[src/rtl/lcd_bus_monitor_if.sv]
// lcdBus panel interface: pixel data plus panel timing strobes.
// The debug modport observes every signal without driving any.
interface lcdBus;
    logic [23:0] rgb;
    logic        d_clk;
    logic        disp_en;
    logic        hsync;
    logic        vsync;
    logic        d_en;

    modport debug (
        input rgb,
        input d_clk,
        input disp_en,
        input hsync,
        input vsync,
        input d_en
    );
endinterface

[src/rtl/lcd_bus_monitor.sv]
// Receive-side lcdBus monitor: frame/line reconstruction, geometry checks,
// and a valid/ready pixel FIFO fed from the synchronized panel signals.
module lcd_bus_monitor #(
    parameter int H_ACTIVE   = 800,
    parameter int V_ACTIVE   = 480,
    parameter int FIFO_DEPTH = 16
) (
    input  logic        clk,
    input  logic        rst,
    lcdBus.debug        lcd,
    input  logic        cap_en,
    input  logic        clr_status,
    output logic [23:0] pix_data,
    output logic        pix_sof,
    output logic        pix_eol,
    output logic        pix_valid,
    input  logic        pix_ready,
    output logic        frame_done,
    output logic        line_err,
    output logic        frame_err,
    output logic        overflow,
    output logic [11:0] last_line_len,
    output logic [11:0] last_frame_lines
);

    localparam int          AW      = $clog2(FIFO_DEPTH);
    localparam logic [11:0] H_LEN   = 12'(H_ACTIVE);
    localparam logic [11:0] H_LAST  = 12'(H_ACTIVE - 1);
    localparam logic [11:0] V_LEN   = 12'(V_ACTIVE);
    localparam logic [11:0] CNT_MAX = 12'hFFF;

    typedef enum logic [1:0] {
        IDLE,
        SEEK,
        FRAME
    } state_t;

    state_t state, state_nx;

    logic [28:0] bus_s1, bus_s2;
    logic        dclk_s3;
    logic [23:0] rgb_s;
    logic        dclk_s, disp_s, hs_s, vs_s, den_s;

    logic        prev_den, prev_vs;
    logic [11:0] px_cnt, line_cnt;
    logic [11:0] px_inc, line_nx;

    logic ev, run, vs_fall, frame_ev;
    logic wr_req, line_end, frame_chk;
    logic wr_sof, wr_eol;
    logic line_set, frame_set, ovf_set;

    logic [25:0] mem [FIFO_DEPTH];
    logic [AW:0] wr_ptr, rd_ptr;
    logic [25:0] head;
    logic        empty, full, push, pop;

    assign {rgb_s, dclk_s, disp_s, hs_s, vs_s, den_s} = bus_s2;

    // hsync is synchronized with the rest of the bus but never drives capture
    assign ev       = dclk_s & ~dclk_s3 & (hs_s | ~hs_s);
    assign run      = cap_en & disp_s;
    assign vs_fall  = ev & prev_vs & ~vs_s;
    assign frame_ev = (state == FRAME) & run & ev;
    assign wr_req   = frame_ev & den_s;
    assign line_end = frame_ev & ~den_s & prev_den;
    assign frame_chk = frame_ev & vs_fall;

    assign px_inc  = (px_cnt == CNT_MAX) ? px_cnt : px_cnt + 12'd1;
    assign line_nx = (line_end && line_cnt != CNT_MAX)
                   ? line_cnt + 12'd1 : line_cnt;

    assign wr_sof = (line_cnt == 12'd0) && (px_cnt == 12'd0);
    assign wr_eol = (px_cnt == H_LAST);

    assign empty = (wr_ptr == rd_ptr);
    assign full  = (wr_ptr == {~rd_ptr[AW], rd_ptr[AW-1:0]});
    assign pop   = ~empty & pix_ready;
    assign push  = wr_req & (~full | pop);
    assign head  = mem[rd_ptr[AW-1:0]];

    assign pix_valid = ~empty;
    assign pix_data  = empty ? 24'd0 : head[23:0];
    assign pix_sof   = ~empty & head[25];
    assign pix_eol   = ~empty & head[24];

    assign line_set  = line_end & (px_cnt != H_LEN);
    assign frame_set = frame_chk & (line_nx != V_LEN);
    assign ovf_set   = wr_req & full & ~pop;

    always_comb begin
        state_nx = state;
        unique case (state)
            IDLE:    if (run) state_nx = SEEK;
            SEEK:    if (vs_fall) state_nx = FRAME;
            FRAME:   state_nx = FRAME;
            default: state_nx = IDLE;
        endcase
        if (!run) state_nx = IDLE;
    end

    always_ff @(posedge clk or posedge rst) begin
        if (rst) begin
            state <= IDLE;
        end else begin
            state <= state_nx;
        end
    end

    always_ff @(posedge clk or posedge rst) begin
        if (rst) begin
            bus_s1   <= '0;
            bus_s2   <= '0;
            dclk_s3  <= 1'b0;
            prev_den <= 1'b0;
            prev_vs  <= 1'b0;
        end else begin
            bus_s1 <= {lcd.rgb, lcd.d_clk, lcd.disp_en,
                       lcd.hsync, lcd.vsync, lcd.d_en};
            bus_s2  <= bus_s1;
            dclk_s3 <= dclk_s;
            if (ev) begin
                prev_den <= den_s;
                prev_vs  <= vs_s;
            end
        end
    end

    always_ff @(posedge clk or posedge rst) begin
        if (rst) begin
            px_cnt           <= '0;
            line_cnt         <= '0;
            last_line_len    <= '0;
            last_frame_lines <= '0;
            frame_done       <= 1'b0;
        end else begin
            frame_done <= frame_chk;
            if (state == IDLE || !run) begin
                px_cnt   <= '0;
                line_cnt <= '0;
            end else if (frame_ev) begin
                if (den_s) px_cnt <= px_inc;
                else if (line_end) px_cnt <= '0;
                if (line_end) last_line_len <= px_cnt;
                // a new frame always restarts at line 0, pixel 0
                if (frame_chk) begin
                    last_frame_lines <= line_nx;
                    line_cnt         <= '0;
                    px_cnt           <= '0;
                end else begin
                    line_cnt <= line_nx;
                end
            end
        end
    end

    always_ff @(posedge clk or posedge rst) begin
        if (rst) begin
            line_err  <= 1'b0;
            frame_err <= 1'b0;
            overflow  <= 1'b0;
        end else begin
            line_err  <= line_set  | (line_err  & ~clr_status);
            frame_err <= frame_set | (frame_err & ~clr_status);
            overflow  <= ovf_set   | (overflow  & ~clr_status);
        end
    end

    always_ff @(posedge clk or posedge rst) begin
        if (rst) begin
            wr_ptr <= '0;
            rd_ptr <= '0;
        end else begin
            if (push) wr_ptr <= wr_ptr + 1'b1;
            if (pop)  rd_ptr <= rd_ptr + 1'b1;
        end
    end

    always_ff @(posedge clk) begin
        if (push) mem[wr_ptr[AW-1:0]] <= {wr_sof, wr_eol, rgb_s};
    end

endmodule

[src/flat_wrapper.sv]
// flat-port wrapper written by rule: the top's interface ports become plain ports
module lcd_bus_monitor_flat 
#(
    parameter int H_ACTIVE   = 800,
    parameter int V_ACTIVE   = 480,
    parameter int FIFO_DEPTH = 16
)
  (clk, rst, cap_en, clr_status, pix_data, pix_sof, pix_eol, pix_valid, pix_ready, frame_done, line_err, frame_err, overflow, last_line_len, last_frame_lines, lcd_rgb, lcd_d_clk, lcd_disp_en, lcd_hsync, lcd_vsync, lcd_d_en);
  lcdBus lcd_i ();
  input  logic clk;
  input  logic rst;
  input  logic cap_en;
  input  logic clr_status;
  output logic [23:0] pix_data;
  output logic pix_sof;
  output logic pix_eol;
  output logic pix_valid;
  input  logic pix_ready;
  output logic frame_done;
  output logic line_err;
  output logic frame_err;
  output logic overflow;
  output logic [11:0] last_line_len;
  output logic [11:0] last_frame_lines;
  input wire logic [$bits(lcd_i.rgb)-1:0] lcd_rgb;
  input wire logic [$bits(lcd_i.d_clk)-1:0] lcd_d_clk;
  input wire logic [$bits(lcd_i.disp_en)-1:0] lcd_disp_en;
  input wire logic [$bits(lcd_i.hsync)-1:0] lcd_hsync;
  input wire logic [$bits(lcd_i.vsync)-1:0] lcd_vsync;
  input wire logic [$bits(lcd_i.d_en)-1:0] lcd_d_en;
  assign lcd_i.rgb = lcd_rgb;
  assign lcd_i.d_clk = lcd_d_clk;
  assign lcd_i.disp_en = lcd_disp_en;
  assign lcd_i.hsync = lcd_hsync;
  assign lcd_i.vsync = lcd_vsync;
  assign lcd_i.d_en = lcd_d_en;
  lcd_bus_monitor #(.H_ACTIVE(H_ACTIVE), .V_ACTIVE(V_ACTIVE), .FIFO_DEPTH(FIFO_DEPTH)) u_core (.clk(clk), .rst(rst), .lcd(lcd_i), .cap_en(cap_en), .clr_status(clr_status), .pix_data(pix_data), .pix_sof(pix_sof), .pix_eol(pix_eol), .pix_valid(pix_valid), .pix_ready(pix_ready), .frame_done(frame_done), .line_err(line_err), .frame_err(frame_err), .overflow(overflow), .last_line_len(last_line_len), .last_frame_lines(last_frame_lines));
endmodule
[config.mk]
export PLATFORM = sky130hd
export DESIGN_NAME = lcd_bus_monitor_flat
export DESIGN_NICKNAME = d
export VERILOG_FILES = /design/src/rtl/lcd_bus_monitor_if.sv /design/src/rtl/lcd_bus_monitor.sv /design/src/flat_wrapper.sv
export SDC_FILE = /design/constraint.sdc
export NUM_CORES = 1
export LEC_CHECK = 0
export CELL_PAD_IN_SITES_DETAIL_PLACEMENT = 1
export CELL_PAD_IN_SITES_GLOBAL_PLACEMENT = 1
export CORE_ASPECT_RATIO = 1.1
export CORE_MARGIN = 3
export CORE_UTILIZATION = 53
export CTS_CLUSTER_DIAMETER = 100
export CTS_CLUSTER_SIZE = 28
export DETAILED_ROUTE_END_ITERATION = 10
export PLACE_DENSITY_LB_ADDON = 0.1
export SYNTH_ARGS = -nofsm -noshare
export SYNTH_HDL_FRONTEND = slang
export SYNTH_SLANG_ARGS = --single-unit
[constraint.sdc]
create_clock -name clk -period 6.7 [get_ports clk]
set_clock_uncertainty 0.2 [all_clocks]
set_input_delay 2.01 -clock clk [delete_from_list [all_inputs] [get_ports clk]]
set_output_delay 2.01 -clock clk [all_outputs]
set_load 0.03 [all_outputs]
==> flow_metrics.env <==
export IMPL_final_nets=1200
export IMPL_p_sw_share_pct=28.77
export IMPL_cts_root_buf="clkbuf_16"
export IMPL_clock_sinks=539
export IMPL_endpoint_kind="primary output"
export IMPL_cp_start_kind="flip-flop"
export IMPL_hold_viol=0
export IMPL_drt_total_wl_um=45540
export IMPL_synth_ff_type="edfxtp_1"
export IMPL_grt_pass1_vias=11055
export IMPL_timing_final_crit_share_pct=88.21
export IMPL_io_pins=89
export IMPL_synth_seq_cells=539
export IMPL_firstDrtPassIters=5
export IMPL_status="complete, no violations"
export IMPL_vias=10201
export IMPL_worst_path_max_fanout=60
export IMPL_cp_depth=5
export IMPL_row_count=75
export IMPL_wl_met2_um=23560
export IMPL_crit_slowest_cell="dfrtp_4"
export IMPL_worstHoldPathType="reg -> reg"
export IMPL_dpl_hpwl_um=26320
export IMPL_syn2layout_area_growth_pct=10.71
export IMPL_antenna_found_initial=0
export IMPL_die_x_um=195.5
export IMPL_tightest_slew_ns=1.270
export IMPL_setup_tns_ns=0
export IMPL_overflow=0
export IMPL_synth_area_um2=20950
export IMPL_p_int_w=0.005492
export IMPL_period_minus_slack_ns=5.910
export IMPL_combPwrFrac_pct=30.2
export IMPL_ys_seq_area_share_pct=74.34
export IMPL_clockBufferDepth=3
export IMPL_clkPwrFrac_pct=21.4
export IMPL_cpMostUsedCell="mux4_2"
export IMPL_dr_max_layer_used="met4"
export IMPL_regToRegSetupSlack_ns=3.24
export IMPL_syn_avg_cell_area_um2=19.69
export IMPL_max_slew_margin_rel_pct=15.15
export IMPL_clock_latency_ns=0.57
export IMPL_synthCells=1064
export IMPL_portBuffers=87
export IMPL_cts_max_level=1
export IMPL_post_cts_buffers=0
export IMPL_route_met3_wl_um=2415
export IMPL_peakVddDrop_mv=0.3128
export IMPL_worst_setup_hold_path_clk_slew_ns=0.11
export IMPL_grtUsageTotal_pct=22.01
export IMPL_vias_per_cell=6.108
export IMPL_routabilityCongestion=0.8147
export IMPL_place_area_um2=22520
export IMPL_multiInputGateArea_um2=5081
export IMPL_postRouteAntennaNets=0
export IMPL_synth_edf_count=416
export IMPL_fillerInstances=3264
export IMPL_core_um2=38570
export IMPL_async_flop_share_pct=22.82
export IMPL_slowest_delay_ns=0.74
export IMPL_final_util_pct=60.12
export IMPL_grt_start_max_net_pins=108
export IMPL_worst_r2r_path_depth=9
export IMPL_worstSetupPathType="reg -> out"
export IMPL_holdBufCountCts=0
export IMPL_start_util_pct=54.31
export IMPL_cts_tree="yes"
export IMPL_net_switching_power_w=0.002218
export IMPL_hold_depth=0
export IMPL_finalSetupViolCount=0
export IMPL_diodes=0
export IMPL_finalHoldWorstSlack_ns=0.1570
export IMPL_cts_buffers=23
export IMPL_grt_pass1_wl_um=69780
export IMPL_crit_arrival_ns=3.70
export IMPL_path_buf_inv=2
export IMPL_p_seq_share_pct=48.4
export IMPL_wl_met1_um=18780
export IMPL_crit_chain="buf_12 -> mux4_2 -> mux4_2 -> nor2b_1 -> clkdlybuf4s50_1"
export IMPL_synth_distinct_cells=58
export IMPL_slew_violations=0
export IMPL_die_h_um=214.5
export IMPL_cts_resized=0
export IMPL_final_seq_area_um2=15580
export IMPL_clock_fmax_mhz=169.2
export IMPL_die_area_um2=41940
export IMPL_drive_above_1_share_pct=18.97
export IMPL_path_delay_family="buffers and inverters"
export IMPL_synth_fp_nets=1110
export IMPL_p_leak_nw=7.764
export IMPL_power_density_nw_per_um2=332.5
export IMPL_ys_warn_count=0
export IMPL_drc=0
export IMPL_rsz0062_at_grt="false"
export IMPL_drt_iter0_markers=1113
export IMPL_wl_per_cell_um=27.27
export IMPL_required_ns=4.49
export IMPL_max_cap_violations=0
export IMPL_final_cell_area_um2=23190
-- Yosys cell counts, types with 3 or more instances --
| cell | number | area (um2) |
|---|---|---|
| a21oi_1 | 16 | 80.08 |
| a31oi_1 | 3 | 18.77 |
| and2_1 | 5 | 31.28 |
| and3_1 | 13 | 81.33 |
| and3b_1 | 3 | 26.28 |
| and4_1 | 4 | 35.03 |
| buf_2 | 19 | 95.09 |
| buf_6 | 5 | 56.30 |
| clkbuf_1 | 28 | 105.1 |
| dfrtp_1 | 123 | 3078 |
| edfxtp_1 | 416 | 12490 |
| ha_1 | 12 | 150.1 |
| inv_1 | 16 | 60.06 |
| mux2_2 | 14 | 157.7 |
| mux2i_1 | 4 | 40.04 |
| mux4_2 | 130 | 2928 |
| nand2_1 | 43 | 161.4 |
| nand2b_1 | 6 | 37.54 |
| nand3_1 | 19 | 95.09 |
| nand4_1 | 10 | 62.56 |
| nor2_1 | 17 | 63.81 |
| nor2b_1 | 29 | 181.4 |
| nor3_1 | 15 | 75.07 |
| nor4_1 | 5 | 31.28 |
| o211ai_1 | 4 | 30.03 |
| o21ai_0 | 15 | 75.07 |
| o21ai_1 | 17 | 85.08 |
| o31ai_1 | 4 | 30.03 |
| or3_1 | 10 | 62.56 |
| or4_1 | 3 | 22.52 |
| xnor2_1 | 10 | 87.58 |
| xor2_1 | 14 | 122.6 |
-- worst register-to-register path, stage by stage (launching register included) --
cell	delay (ns)
dfrtp_1	0.43
inv_1	0.10
ha_1	0.23
nand3b_4	0.15
or3_1	0.40
a21oi_1	0.18
buf_4	0.25
nand2_1	0.09
nor3_2	0.64
buf_4	0.44
-- cells in the final DEF (no fill, tap or decap), types with 5 or more instances in the layout --
cell type        netlist  routed
edfxtp_1             416     416
xor2_1                14      14
nand2b_1               6       6
or3_1                 10      10
xnor2_1               10      10
o21ai_1               17      17
nor2b_1               29      29
nand3_1               19      19
clkbuf_16              0      23
mux2_2                14      14
o21ai_0               15      15
mux4_2               130     130
nor2_1                17      17
nor4_1                 5       5
buf_4                  1      29
nor3_1                15      11
nand2_1               43      43
nand4_1               10      10
inv_1                 16      15
a21oi_1               16      16
clkdlybuf4s50_1        0      87
dfrtp_1              123     120
clkbuf_1              28      17
and3_1                13       9
ha_1                  12      12
-- metal layers --
metal / track usage (%) / up-vias
met5: 0 / -
li1: - / 4406
met1: 30.63 / 5467
met4: 4.635 / 0
met2: 38.10 / 280
met3: 2.671 / 48
-- kinds of logic after synthesis --
logic type	after synthesis	synth area share (%)
xor gates and xnor gates	24	1.004
and+or+nand+nor	194	5.161
muxes	149	14.98
buffers and inverters	71	1.583
DFF	539	74.34
AOI/OAI and AO/OA	75	2.222
adders and majority gates	12	0.7168
-- state kept, by name (all words and copies together) (netlist names) --
signal / count
u_core.bus_s1: 28
u_core.bus_s2: 28
u_core.dclk_s3: 1
u_core.frame_done: 1
u_core.frame_err: 1
u_core.last_frame_lines: 12
u_core.last_line_len: 12
u_core.line_cnt: 12
u_core.line_err: 1
u_core.mem: 416
u_core.overflow: 1
u_core.prev_den: 1
u_core.prev_vs: 1
u_core.px_cnt: 12
u_core.rd_ptr: 5
u_core.state: 2
u_core.wr_ptr: 5
-- metrics by stage --
step,total power (W),setup WS (ns),std cells
2_1_floorplan,0.005462,1.099,1064
3_3_place_gp,0.006156,1.350,1629
3_5_place_dp,0.006187,1.313,1629
4_1_cts,0.007806,0.7071,1670
5_1_grt,0.008050,0.5809,1670
6_report,0.007710,0.7901,1670
-- final timing paths --
kind / to / start
min in group asynchronous: u_core.bus_s1[8]$_DFF_PP0_ / rst
max in group asynchronous: u_core.last_frame_lines[2]$_DFFE_PP0P_ / rst
worst max register to register: u_core.mem[0][5]$_DFFE_PP_ / u_core.state[0]$_DFFE_PP0P_
worst min register to register: u_core.bus_s2[14]$_DFF_PP0_ / u_core.bus_s1[14]$_DFF_PP0_
worst min-delay path: u_core.bus_s2[14]$_DFF_PP0_ / u_core.bus_s1[14]$_DFF_PP0_
worst max-delay path: pix_data[8] / u_core.rd_ptr[0]$_DFFE_PP0P_
-- layout make-up --
cell class              instances  area share (%)
clock inverters                 1          0.1295
clock buffers                  40           2.757
repair buffers                120           5.040
flip-flops and latches        539           67.18
multi-input cells             454           21.91
inverters                      16          0.2806
well taps                     500           2.698
-- power groups by stage --
stage | Sequential [W] | Combinational [W] | Clock (W)
floorplan | 0.00374 | 0.00172 | 0
global placement | 0.00380 | 0.00235 | 0
detailed placement | 0.00381 | 0.00238 | 0
CTS | 0.00373 | 0.00238 | 0.00169
global route | 0.00374 | 0.00248 | 0.00183
finish | 0.00373 | 0.00233 | 0.00165
No activity file was read; power rests on OpenSTA's default activity.
